--- config.mk ---
export PLATFORM = sky130hd
export DESIGN_NAME = sine_dds_ctrl
export DESIGN_NICKNAME = d
export VERILOG_FILES = /design/src/rtl/sine_dds_ctrl.sv
export SDC_FILE = /design/constraint.sdc
export NUM_CORES = 1
export LEC_CHECK = 0
export BUFFER_PORTS_ARGS = -buffer_cell sky130_fd_sc_hd__buf_4
export CORE_UTILIZATION = 58
export CTS_CLUSTER_SIZE = 28
export DETAILED_ROUTE_END_ITERATION = 16
export PLACE_DENSITY = 0.8
export RECOVER_POWER = 50
export REMOVE_ABC_BUFFERS = 1
export SLEW_MARGIN = 40
export SYNTH_ARGS = -nofsm -noshare
export SYNTH_HDL_FRONTEND = slang
export SYNTH_SLANG_ARGS = --single-unit
--- constraint.sdc ---
create_clock -name clk -period 3.54 [get_ports clk]
set_clock_uncertainty 0.05 [all_clocks]
set_input_delay 0.354 -clock clk [delete_from_list [all_inputs] [get_ports clk]]
set_output_delay 0.354 -clock clk [all_outputs]
set_load 0.02 [all_outputs]
--- src/rtl/sine_dds_ctrl.sv ---
// DDS sequencer: divided tick advances a phase accumulator whose MSBs address a
// registered sine ROM; the ROM word is re-registered as a qualified DAC sample.
module sine_dds_ctrl #(
    parameter int unsigned PHASE_WIDTH   = 24,
    parameter int unsigned ADDRESS_WIDTH = 8,
    parameter int unsigned DATA_WIDTH    = 8,
    parameter int unsigned DIV_WIDTH     = 16
) (
    input  logic                     clk,
    input  logic                     rst,
    input  logic                     en,
    input  logic                     sync,
    input  logic [DIV_WIDTH-1:0]     div,
    input  logic [PHASE_WIDTH-1:0]   tune_word,
    input  logic                     tune_load,
    output logic [ADDRESS_WIDTH-1:0] lut_addr,
    input  logic [DATA_WIDTH-1:0]    lut_data,
    output logic [DATA_WIDTH-1:0]    sample,
    output logic                     sample_valid,
    output logic                     wrap,
    output logic                     pending
);

    logic [DIV_WIDTH-1:0]   cnt_q, cnt_d;
    logic [PHASE_WIDTH-1:0] phase_q, phase_d;
    logic [PHASE_WIDTH-1:0] tune_active_q, tune_active_d;
    logic [PHASE_WIDTH-1:0] tune_pend_q, tune_pend_d;
    logic                   pending_q, pending_d;
    logic                   v1_q, v1_d, c1_q, c1_d;
    logic                   v2_q, v2_d, c2_q, c2_d;
    logic [DATA_WIDTH-1:0]  sample_q, sample_d;
    logic                   sample_valid_q, sample_valid_d;
    logic                   wrap_q, wrap_d;

    logic                   tick;
    logic [PHASE_WIDTH:0]   sum;
    logic                   carry;
    logic                   apply;

    always_comb begin
        tick  = en && (cnt_q == div) && !sync;
        sum   = {1'b0, phase_q} + {1'b0, tune_active_q};
        carry = sum[PHASE_WIDTH];
        // Wrap carry, idle, and sync are the only points where the increment may change.
        apply = (tick && carry) || !en || sync;
    end

    always_comb begin
        cnt_d = cnt_q;
        if (sync) begin
            cnt_d = '0;
        end else if (en) begin
            if (cnt_q >= div) cnt_d = '0;
            else              cnt_d = cnt_q + DIV_WIDTH'(1);
        end

        phase_d = phase_q;
        if (sync)      phase_d = '0;
        else if (tick) phase_d = sum[PHASE_WIDTH-1:0];
    end

    always_comb begin
        tune_active_d = tune_active_q;
        tune_pend_d   = tune_pend_q;
        pending_d     = pending_q;
        if (apply) begin
            if (tune_load) begin
                tune_active_d = tune_word;
                tune_pend_d   = tune_word;
                pending_d     = 1'b0;
            end else if (pending_q) begin
                tune_active_d = tune_pend_q;
                pending_d     = 1'b0;
            end
        end else if (tune_load) begin
            tune_pend_d = tune_word;
            pending_d   = 1'b1;
        end
    end

    always_comb begin
        v1_d           = tick;
        c1_d           = tick && carry;
        v2_d           = v1_q && !sync;
        c2_d           = v1_q && c1_q && !sync;
        sample_valid_d = v2_q && !sync;
        wrap_d         = v2_q && c2_q && !sync;
        sample_d       = (v2_q && !sync) ? lut_data : sample_q;
    end

    always_ff @(posedge clk) begin
        if (rst) begin
            cnt_q          <= '0;
            phase_q        <= '0;
            tune_active_q  <= '0;
            tune_pend_q    <= '0;
            pending_q      <= 1'b0;
            v1_q           <= 1'b0;
            c1_q           <= 1'b0;
            v2_q           <= 1'b0;
            c2_q           <= 1'b0;
            sample_q       <= '0;
            sample_valid_q <= 1'b0;
            wrap_q         <= 1'b0;
        end else begin
            cnt_q          <= cnt_d;
            phase_q        <= phase_d;
            tune_active_q  <= tune_active_d;
            tune_pend_q    <= tune_pend_d;
            pending_q      <= pending_d;
            v1_q           <= v1_d;
            c1_q           <= c1_d;
            v2_q           <= v2_d;
            c2_q           <= c2_d;
            sample_q       <= sample_d;
            sample_valid_q <= sample_valid_d;
            wrap_q         <= wrap_d;
        end
    end

    assign lut_addr     = phase_q[PHASE_WIDTH-1 -: ADDRESS_WIDTH];
    assign sample       = sample_q;
    assign sample_valid = sample_valid_q;
    assign wrap         = wrap_q;
    assign pending      = pending_q;

endmodule

# Word level (Yosys, flattened, before mapping)

Index checks and enable logic that the tools add are counted.

Flip-flop bits (word level): 103
Input bits: 53
Word-level logic and storage cells: 36

Add/subtract/negate cells: 2
Magnitude comparators: 1
Eq/ne operators: 1
Mux-type cells: 3
Reductions and logical operators: 17

Operators with widths:

| cell                  | count |
|---|---|
| $mux 24               | 2 |
| $add 24x24->25        | 1 |
| $add 16x1->16 const B | 1 |
| $eq 16x16->1          | 1 |
| $ge 16x16->1          | 1 |
| $mux 16               | 1 |
| $logic_and 1x1->1     | 9 |
| $reduce_or 2->1       | 2 |
| $logic_not 1->1       | 2 |
| $logic_or 1x1->1      | 2 |
| $reduce_and 2->1      | 1 |
| $reduce_bool 2->1     | 1 |

# Depth between registers and ports, before layout

Gate-level depths: netlist (run 1).

Word-level depth: 7
Gate-level depth with buffers: 10

# Worst setup path before layout (run 1)

OpenSTA, ideal clock, no wires.

Kind: register -> register
Start: reg phase_q[0]
End: reg tune_active_q[0]
Setup time: 0.121 ns
Data arrival time: 2.322 ns
Required time: 3.369 ns
Setup slack: 1.047 ns
Cell stages (with the launch flop): 11
Buffers on the path: 1
Clock period less this slack: 2.493 ns
Path through: dfxtp_1 -> ha_1 -> fa_1 -> a21oi_1 -> nand4b_1 -> a21oi_2 -> nor3b_2 -> o21ai_2 -> o21ai_4 -> buf_6 -> mux2_4

Longest elaborated chain between the ends: 5

Ends and longest elaborated chain:

| element                           | line | source |
|---|---|---|
| start: declaration                | 25   | `logic [PHASE_WIDTH-1:0] phase_q, phase_d;` |
| start signal: assignment          | 107  | `phase_q <= phase_d;` |
| $add 24x24->25                    | 42   | `sum = {1'b0, phase_q} + {1'b0, tune_active_q};` |
| $logic_and 1x1->1                 | 45   | `apply = (tick && carry) \|\| !en \|\| sync;` |
| $logic_or 1x1->1 (2 in series)    | 45   |  |
| $reduce_and 2->1 (no source line) | --   |  |
| end signal: assignment            | 108  | `tune_active_q <= tune_active_d;` |
| end: declaration                  | 26   | `logic [PHASE_WIDTH-1:0] tune_active_q, tune_active_d;` |

Every way passes these cells.
A chain may end at the register's enable or synchronous reset.

# Worst setup path in the final report (run 1)

Start: reg cnt_q[0]
End: reg cnt_q[12]

Longest elaborated chain between the ends: 2

Ends and longest elaborated chain:

| element                                              | line   | source |
|---|---|---|
| start: declaration                                   | 24     | `logic [DIV_WIDTH-1:0] cnt_q, cnt_d;` |
| start signal: assignment                             | 106    | `cnt_q <= cnt_d;` |
| $add 16x1->16 / $ge 16x16->1 (equally long branches) | 54, 53 |  |
| $mux 16 *                                            | 53     | `if (cnt_q >= div) cnt_d = '0;` |

Every way passes the cells marked *; elsewhere a longest branch is shown, timed or not.

==> results.toml, run 1 <==
[outcome]
status = "complete, but fails checks"
failed_checks = "capacitance limit, slew limit"

[synth]
synth_seq_cells = 103
yosys_warnings = 0
yosysSeqAreaShare_pct = 37.1
syn-cell-area_sq_um = 5560
synthDominantCellAreaShare_pct = 37.1
async_reset_ff_share_pct = 0
synth_area_leaders = "dfxtp_1 (37%), ha_1 (9.2%), mux2i_1 (6.1%)"
ys.flop_type = "dfxtp_1"
syn_area_per_cell_sq_um = 9.14
synthCells = 609
synth_edf_count = 0
yosysTopAreaCell = "dfxtp_1"
ys_types = 57

[power_and_ir_drop]
p_sw_share_pct = 23.0
power_switching_uw = 521
ir_drop_mv = 0.330
internal_power_mw = 1.74
power_frac_seq_pct = 53.2
power_density_nw_per_um2 = 362
clkPwrFrac_pct = 36.9
leakagePower_nw = 2.81
power_frac_comb_pct = 9.8
power_mw = 2.26

[floorplan]
initial_core_util_pct = 59.9
core_sq_um = 9280
fp-row-count = 35
io_pins = 72
die_y_um = 99.9
die_w_um = 99.9
dieArea_sq_um = 9990

[worst_setup_path]
cp_cell_sequence = "inv_1 > ha_1 > nand4_1 > nor4_1 > a211oi_1 > o211a_1 > o21ai_1 > buf_4 > nor2_1"
worst_setup_path_start_kind = "flop"
crit_arrival_ns = 3.05
path_class = "flop to flop"
path_buf_inv = 2
rr_startpoint = "cnt_q[0]$_SDFFE_PP0P_"
critPathTopFamily = "simple AND/OR/NAND/NOR gates"
crit_fanout = 10
slowest_delay_ns = 0.75
reg2reg_depth = 9
crit_path_end_kind = "flop"
regToRegSetupSlack_ns = 0.71
reg2reg_to = "cnt_q[12]$_SDFFE_PP0P_"
cpMaxStageDelayCell = "nor4_1"
cp.required_ns = 3.76

[global_routing]
grt-ovfl-total = 0
antenna_found_initial = 0
grt_pass1_vias = 4459
grt_usage_pct = 24.9
grt_start_max_net_pins = 60
grt_pass1_wl_mm = 19.9

[sta]
relSlewSlack_pct = -31.6
report.final.hold_viol_count = 0
whs_ns = 0.173
finalCriticalPeriod_ns = 2.83
setup_violations = 0
maxSlewViolCount = 26
finalCritPeriodShare_pct = 79.9
fmax_mhz = 353
timing.setup.tns_ns = 0
tightest_slew_ns = 1.97
rsz0062_at_grt = "false"

[layout]
area_growth_pct = 12.4
fin_area_sq_um = 6260
num-nets-final = 758
antennaDiodeCount = 0
drive_gt1_share_pct = 15.9
final_common_cell = "dfxtp_1"
final_cell_mix = "dfxtp_1 (103), nor2_1 (75), buf_4 (55), nand2_1 (45), ha_1 (41)"

[drt]
drtIter0Drc = 199
via_per_inst = 5.54
wl_met3_um = 621
top_layer = "met4"
wl_met2_mm = 5.61
wirelength_mm = 11.7
vias = 4409
wl_per_cell_um = 14.7
met1_length_mm = 5.34
drt-pass1-iter-count = 4
ant_nets = 0
drc = 0

[place]
gp_congestion = 0.900
dpl-instance-area_sq_um = 6120
io_buffers = 71
dp_hpwl_mm = 8.55

[worst_hold_path]
hold_depth = 3
worstHoldEndpoint = "sample[3]$_SDFFE_PP0P_"
hold_start = "lut_data[3]"
hold_path.class = "primary input to flop"

[clock_tree]
insertion_delay_ns = 0.37
cts_htree_levels = 3
cts_inserted_buffers = 9
postCtsSetupBuffers = 0
cts_hold_buf = 0
cts_tree = "done"
cts.sinks = 103
clkTransAtPathRegs_ns = 0.09
cts-root-buf = "clkbuf_8"
cts_resized = 0
cts_buffer_depth = 2

[flow_run]
drv_cap = 1
[metal layers]
layer	GRT usage, %	vias to the layer above
li1	-	2229
met1	31.4	2056
met2	43.0	111
met3	5.22	13
met4	6.67	0
met5	0	-
[synthesized netlist by cell type, types with 11 or more instances]
library cell	instances
dfxtp_1	103
nor2_1	75
nand2_1	45
ha_1	41
mux2i_1	34
a21oi_1	31
nor2b_1	29
inv_1	21
mux2_4	20
o21ai_0	19
nand4_1	18
xnor2_1	17
xor2_1	15
a21o_1	14
nand3_1	14
clkbuf_1	11
[worst min-delay path, stage by stage]
cell and delay [ns]:
buf_4 0.07, mux2i_1 0.05, nor2_1 0.08
[flip-flops by register name (all words and copies together) (netlist names), 8 cells and up]
name           count
cnt_q             16
tune_active_q     24
sample             8
phase_q           24
tune_pend_q       24
[worst max path at each step]
stage               slack, ns                            end                     from  depth (start not counted)
floorplan                0.70  tune_active_q[2]$_SDFFE_PP0P_  phase_q[0]$_SDFFE_PP0P_                          9
global placement         0.92  tune_active_q[2]$_SDFFE_PP0P_  phase_q[0]$_SDFFE_PP0P_                         10
detailed placement       0.87  tune_active_q[2]$_SDFFE_PP0P_  phase_q[0]$_SDFFE_PP0P_                         10
CTS                      0.85  tune_active_q[2]$_SDFFE_PP0P_  phase_q[0]$_SDFFE_PP0P_                         10
global route             0.52         cnt_q[15]$_SDFFE_PP0P_    cnt_q[0]$_SDFFE_PP0P_                          9
finish                   0.71         cnt_q[12]$_SDFFE_PP0P_    cnt_q[0]$_SDFFE_PP0P_                          9
[power groups by stage]
stage / combinational (mW) / clock [mW] / sequential, mW
final: 0.222 / 0.835 / 1.20
after global routing: 0.245 / 0.899 / 1.21
after CTS: 0.224 / 0.848 / 1.20
after detailed placement: 0.222 / 0 / 1.23
after global placement: 0.214 / 0 / 1.23
after floorplan: 0.130 / 0 / 1.23
[layout make-up]
type                       instances  area (sq um)
clock buffer                      11           151
clock inverter                     4          77.6
fill                             832          3030
inverter                          21          78.8
multi-input combinational        452          3230
sequential                       103          2060
tap                              129           161
timing repair buffer              76           493
[logic make-up after synthesis]
logic type                 synth area share [%]
and+or+nand+nor                            18.2
AOI/OAI and AO/OA                          13.1
DFF                                        37.1
muxes                                      12.3
buffers and inverters                      4.65
adders and majority gates                  9.58
xor gates and xnor gates                   5.04
[stage by stage]
stage	setup WS (ns)	util, %	instances
after detailed placement	0.872	65.9	781
final	0.711	67.4	796
after CTS	0.850	68.4	796
after global placement	0.924	65.9	781
after global routing	0.517	67.4	796
after floorplan	0.700	-	576
Power figures use the tool's default switching activity.
==> run 2, diff against run 1 <==
clock period = 2.8 ns   (was 3.54 ns; I/O delays follow)
==> run 2 against run 1 <==
Effect of this change:
- the flow now finishes without violations
- clock-buffer cell count stayed put
- fmax is 8.0% higher
- power is 24% higher
- sequential share of layout area is 0.41 points lower
- via count is 1.3% higher
- hold slack worse by 0.087 ns
- global-route usage is 0.70 points higher
- cell count is 1.1% higher
- sequential cell count stayed put
- critical path depth is 1 higher
- critical endpoint is now tune_active_q[2]$_SDFFE_PP0P_
==> results.toml, run 2 (synthesis gave the netlist of run 1 again) <==
[drt]
wirelength_mm = 12.0
wl_per_cell_um = 14.9
drt-pass1-iter-count = 4
drtIter0Drc = 225
vias = 4468
via_per_inst = 5.55
ant_nets = 0
drc = 0

[sta]
finalCriticalPeriod_ns = 2.62
report.final.hold_viol_count = 0
rsz0062_at_grt = "false"
fin_ws_ns = 0.180
relSlewSlack_pct = 9.42
maxSlewViolCount = 0
timing.setup.tns_ns = 0
tightest_slew_ns = 1.36
setup_violations = 0
fmax_mhz = 382
finalCritPeriodShare_pct = 93.6

[layout]
final_common_cell = "dfxtp_1"
reg.largest.list = "phase_q (24), tune_active_q (24), tune_pend_q (24)"
final_cell_mix = "dfxtp_1 (103), nor2_1 (75), buf_4 (58), nand2_1 (45), ha_1 (41)"
antennaDiodeCount = 0
num-nets-final = 766
drive_gt1_share_pct = 17.3
area_growth_pct = 13.9

[worst_setup_path]
critPathTopFamily = "adder cells"
cp_cell_sequence = "ha_1 > fa_2 > a21oi_2 > nand4b_1 > a21oi_2 > nor3b_2 > o21ai_2 > o21ai_4 > buf_12 > mux2_2"
path_buf_inv = 1
cpMaxStageDelayCell = "fa_2"
reg2reg_to = "tune_active_q[2]$_SDFFE_PP0P_"
path_class = "flop to flop"
worst_setup_path_start_kind = "flop"
slowest_delay_ns = 0.38
reg2reg_depth = 10
rr_startpoint = "phase_q[0]$_SDFFE_PP0P_"
crit_fanout = 12
cp.required_ns = 3.02
crit_path_end_kind = "flop"
regToRegSetupSlack_ns = 0.18
crit_arrival_ns = 2.84
cp_common_cell = "a21oi_2"

[worst_hold_path]
hold_depth = 3
hold_path.class = "primary input to flop"
worstHoldEndpoint = "sample[1]$_SDFFE_PP0P_"
hold_start = "lut_data[1]"

[global_routing]
grt_usage_pct = 25.6
grt-ovfl-total = 0
antenna_found_initial = 0
grt_pass1_vias = 4451
grt_start_max_net_pins = 33
grt_pass1_wl_mm = 20.3

[place]
place_ws_ns = 0.151
gp_congestion = 0.889
io_buffers = 71
dp_hpwl_mm = 9.02

[clock_tree]
insertion_delay_ns = 0.38
cts-root-buf = "clkbuf_8"
cts.sinks = 103
cts_inserted_buffers = 9
cts_htree_levels = 3
cts_buffer_depth = 2
postCtsSetupBuffers = 0
cts_tree = "done"
clkTransAtPathRegs_ns = 0.10

[floorplan]
io_pins = 72
die_y_um = 99.9
core_sq_um = 9280
die_w_um = 99.9
initial_core_util_pct = 59.9
dieArea_sq_um = 9990
fp-row-count = 35

[power_and_ir_drop]
clkPwrFrac_pct = 35.3
power_density_nw_per_um2 = 443
p_sw_share_pct = 24.4
power_switching_uw = 684
ir_drop_mv = 0.295
internal_power_mw = 2.12
power_frac_comb_pct = 10.4
power_frac_seq_pct = 54.3
leakagePower_nw = 2.83

[flow_run]
drv_cap = 0

[outcome]
status = "finished clean"
run 2: cell types whose count changed in the layout (fill, tap and decap cells not counted), sizes merged:
| cell | change |
|---|---|
| bufinv | -1 |
| clkbuf | +3 |
| inv | +1 |
| clkinv | -1 |
| clkinvlp | +2 |
| buf | +5 |
run 2: layout make-up:
| cell class | count | area (sq um) |
|---|---|---|
| multi-input cells | 452 | 3250 |
| fillers | 774 | 2950 |
| flip-flops and latches | 103 | 2060 |
| repair buffers | 84 | 567 |
| well taps | 129 | 161 |
| clock buffers | 11 | 151 |
| inverters | 21 | 78.8 |
| clock inverters | 5 | 62.6 |
run 2: how the worst max path moves through the flow:
stage	from	endpoint	slack, ns	cells after the start
final	phase_q[0]$_SDFFE_PP0P_	tune_active_q[2]$_SDFFE_PP0P_	0.18	10
after detailed placement	phase_q[0]$_SDFFE_PP0P_	tune_active_q[2]$_SDFFE_PP0P_	0.15	10
after global routing	phase_q[0]$_SDFFE_PP0P_	tune_active_q[19]$_SDFFE_PP0P_	0.04	10
after global placement	phase_q[0]$_SDFFE_PP0P_	tune_active_q[3]$_SDFFE_PP0P_	0.22	10
after CTS	phase_q[0]$_SDFFE_PP0P_	tune_active_q[2]$_SDFFE_PP0P_	0.12	10
after floorplan	phase_q[0]$_SDFFE_PP0P_	tune_active_q[2]$_SDFFE_PP0P_	-0.04	9
run 2: power by group through the flow:
stage | sequential [mW] | clock (mW) | combinational [mW]
3_5_place_dp | 1.56 | 0 | 0.295
5_1_grt | 1.53 | 1.07 | 0.320
2_1_floorplan | 1.55 | 0 | 0.164
4_1_cts | 1.52 | 1.01 | 0.296
6_report | 1.52 | 0.991 | 0.292
3_3_place_gp | 1.55 | 0 | 0.282
run 2: layer usage:
layer | vias up | track usage, % | wire [um] | part of all wire [%]
li1 | 2240 | - | - | -
met1 | 2091 | 32.2 | 5540 | 46
met2 | 120 | 43.9 | 5670 | 47
met3 | 17 | 4.53 | 598 | 5.0
met4 | 0 | 9.28 | 186 | 1.6
met5 | - | 0 | 0 | 0
run 2: per-stage QoR:
step                      util, %  hold WS, ns  std cells  total power, mW  instance area (sq um)
after CTS                    69.1       0.0803        805             2.83                   6420
after global routing         68.2        0.101        805             2.91                   6330
after global placement       66.8        0.378        789             1.84                   6200
after floorplan                 -        0.302        576             1.71                   5380
final                        68.2       0.0865        805             2.81                   6330
after detailed placement     66.8        0.389        789             1.85                   6200
run 2: timing repair:
| item | in CTS | in global routing |
|---|---|---|
| endpoints found under the setup margin | 0 | 16 |
| hold buffers | 0 | 0 |
| gates resized for setup | 0 | 2 |
| hold endpoints to repair | 0 | 0 |
run 2: worst reg2reg max path: cells and delay by family, from the launching register on:
kind | cells | cell delay [ns]
AOI/OAI and AO/OA | 4 | 0.58
adders and majority gates | 2 | 0.62
buffers and inverters | 1 | 0.19
DFF | 1 | 0.33
muxes | 1 | 0.35
and+or+nand+nor | 2 | 0.42
==> run 3, diff against run 2 <==
ABC_AREA = 1   (was not set)
CORE_MARGIN = 2   (was not set)
CORE_UTILIZATION = 59   (was 58)
GPL_ROUTABILITY_DRIVEN = 0   (was not set)
PLACE_DENSITY = 0.81   (was 0.8)
==> run 3 against run 2 <==
Effect of this change:
- final area increased by 4.8%
- core utilization shrank 0.61 points
- combinational power grew 16%
- register-to-register slack improved by 0.15 ns
- power rose by 1.6%
- clock-buffer cell count is 1 higher
- hold slack got worse by 0.012 ns
- wire length increased by 13%
- largest power group unchanged
- highest routed layer unchanged
==> results.toml, run 3 <==
[synth]
yosys-top-cells-count = "nand2_1 (165), nor2_1 (153), inv_1 (104)"
syn_area_per_cell_sq_um = 6.97
yosysSeqAreaShare_pct = 34.3
yosys_warnings = 0
ys.flop_type = "dfxtp_1"
muxShareOfSynthArea_pct = 4.00
synth_seq_cells = 103
synth_area_leaders = "dfxtp_1 (34%), nand2_1 (10%), nor2_1 (9.6%)"
synthSimpleGateAreaFrac_pct = 29.5
synth_top_family_by_area = "simple AND/OR/NAND/NOR gates"
synth_compound_area_share_pct = 10.5
yosysTopAreaCell = "dfxtp_1"
ys_types = 35
async_reset_ff_share_pct = 0
synth_fa_ha_area_share_pct = 8.88
syn-cell-area_sq_um = 6000
post-synth-top-count-cell = "nand2_1"
synthCells = 861
synth_xor_area_share_pct = 2.48
synth_edf_count = 0
synthDominantCellAreaShare_pct = 34.3

[worst_setup_path]
rr_startpoint = "tune_active_q[0]$_SDFFE_PP0P_"
cp_cell_sequence = "ha_1 > fa_1 > nand2_1 > nand2_1 > nand3_1 > nand2_1 > nand2_1 > nand3_2 > nand2_2 > nand2_4 > nand3_1 > nand2_1 > nor2_1"
reg2reg_to = "tune_active_q[21]$_SDFFE_PP0P_"
cp-endpoint = "tune_active_q[21]$_SDFFE_PP0P_"
cp.required_ns = 3.06
critPathTopFamily = "simple AND/OR/NAND/NOR gates"
worst_setup_path_start_kind = "flop"
path_class = "flop to flop"
crit_fanout = 49
regToRegSetupSlack_ns = 0.33
worstSetupStartpoint = "tune_active_q[0]$_SDFFE_PP0P_"
crit_arrival_ns = 2.73
crit_path_end_kind = "flop"
path_buf_inv = 0
cpMaxStageDelayCell = "fa_1"
slowest_delay_ns = 0.44
cp_common_cell = "nand2_1"
reg2reg_depth = 13
cp.depth = 13

[place]
dp_cells = 1032
io_buffers = 71
place_ws_ns = 0.389
dp_hpwl_mm = 10.4
dpl-instance-area_sq_um = 6520

[sta]
fmax_mhz = 405
timing.setup.tns_ns = 0
rsz0062_at_grt = "false"
finalCritPeriodShare_pct = 88.2
report.final.hold_viol_count = 0
fin_ws_ns = 0.331
maxSlewViolCount = 0
relSlewSlack_pct = 15.5
setup_violations = 0
tightest_slew_ns = 1.27
finalCriticalPeriod_ns = 2.47
whs_ns = 0.0741

[clock_tree]
clkTransAtPathRegs_ns = 0.09
cts_htree_levels = 3
cts_resized = 0
cts_hold_buf = 0
cts.sinks = 103
cts_tree = "done"
cts_buffer_depth = 2
insertion_delay_ns = 0.38
cts-root-buf = "clkbuf_8"
cts_inserted_buffers = 9
postCtsSetupBuffers = 0

[layout]
final_cell_mix = "nand2_1 (166), nor2_1 (153), inv_1 (104), dfxtp_1 (103), nand3_1 (59)"
antennaDiodeCount = 0
final_core_util_pct = 67.6
num-fill-cells = 896
fin_cells = 1048
fin_area_sq_um = 6640
drive_gt1_share_pct = 10.2
reg.largest.list = "phase_q (24), tune_active_q (24), tune_pend_q (24)"
final_common_cell = "nand2_1"
num-nets-final = 1005
area_growth_pct = 10.6

[global_routing]
grt_usage_pct = 25.5
grt_pass1_vias = 5412
antenna_found_initial = 0
grt_pass1_wl_mm = 23.4
grt-ovfl-total = 0
grt_start_max_net_pins = 50

[drt]
drtIter0Drc = 364
drt-pass1-iter-count = 6
wirelength_mm = 13.6
ant_nets = 0
via_per_inst = 5.37
drc = 0
wl_per_cell_um = 12.9
vias = 5627

[flow_run]
drv_cap = 0

[floorplan]
initial_core_util_pct = 61.1
die_y_um = 105
die_w_um = 105
io_pins = 72
fp-row-count = 36
core_sq_um = 9820
dieArea_sq_um = 11000

[power_and_ir_drop]
power_mw = 2.85
internal_power_mw = 2.13
power_frac_comb_pct = 11.9
ir_drop_mv = 0.278
leakagePower_nw = 3.24
power_frac_seq_pct = 54.2
clkPwrFrac_pct = 33.8
power_switching_uw = 724
power_density_nw_per_um2 = 430
p_sw_share_pct = 25.4

[outcome]
status = "finished clean"

[worst_hold_path]
hold_path.class = "primary input to flop"
run 3: final cells by class:
type	count	area, sq um	area share (%)
inverter	104	390	5.88
sequential	103	2060	31.1
clock buffer	12	155	2.34
multi-input combinational	617	3320	50.0
timing repair buffer	75	497	7.48
tap	133	166	2.51
clock inverter	4	51.3	0.773
run 3: layer usage:
layer	track usage (%)	vias up	part of all wire, %
met1	31.8	2564	44
met5	0	-	0
met2	42.7	175	47
met3	5.05	36	6.4
li1	-	2852	-
met4	11.0	0	3.0
run 3: cells by family (layout without fill, tap and decap cells):
| group | Yosys count | count (layout) |
|---|---|---|
| adders and majority gates | 42 | 42 |
| and+or+nand+nor | 422 | 422 |
| xor gates and xnor gates | 17 | 17 |
| DFF | 103 | 103 |
| buffers and inverters | 141 | 195 |
| AOI/OAI and AO/OA | 112 | 112 |
| muxes | 24 | 24 |
run 3: worst reg2reg max path, cell delays in order (launching register included):
cell     delay [ns]
dfxtp_1        0.34
ha_1           0.23
fa_1           0.44
nand2_1        0.09
nand2_1        0.06
nand3_1        0.08
nand2_1        0.13
nand2_1        0.11
nand3_2        0.09
nand2_2        0.09
nand2_4        0.29
nand3_1        0.21
nand2_1        0.06
nor2_1         0.15
run 3: worst min path at each step:
stage                    startpoint                     endpoint  slack (ns)  cells past startpoint
floorplan                       rst  tune_pend_q[0]$_SDFFE_PP0P_        0.30                      1
global placement    v1_q$_SDFF_PP0_              v2_q$_SDFF_PP0_        0.37                      2
detailed placement  v1_q$_SDFF_PP0_              v2_q$_SDFF_PP0_        0.37                      2
CTS                     lut_data[2]       sample[2]$_SDFFE_PP0P_        0.07                      3
global route            lut_data[4]       sample[4]$_SDFFE_PP0P_        0.07                      3
finish                  lut_data[1]       sample[1]$_SDFFE_PP0P_        0.07                      3
run 3: power by group through the flow:
stage	clock network [mW]	logic (mW)	registers (mW)
final	0.965	0.340	1.55
after global routing	1.05	0.384	1.55
after CTS	0.983	0.340	1.55
after detailed placement	0	0.339	1.58
after global placement	0	0.326	1.58
after floorplan	0	0.214	1.57
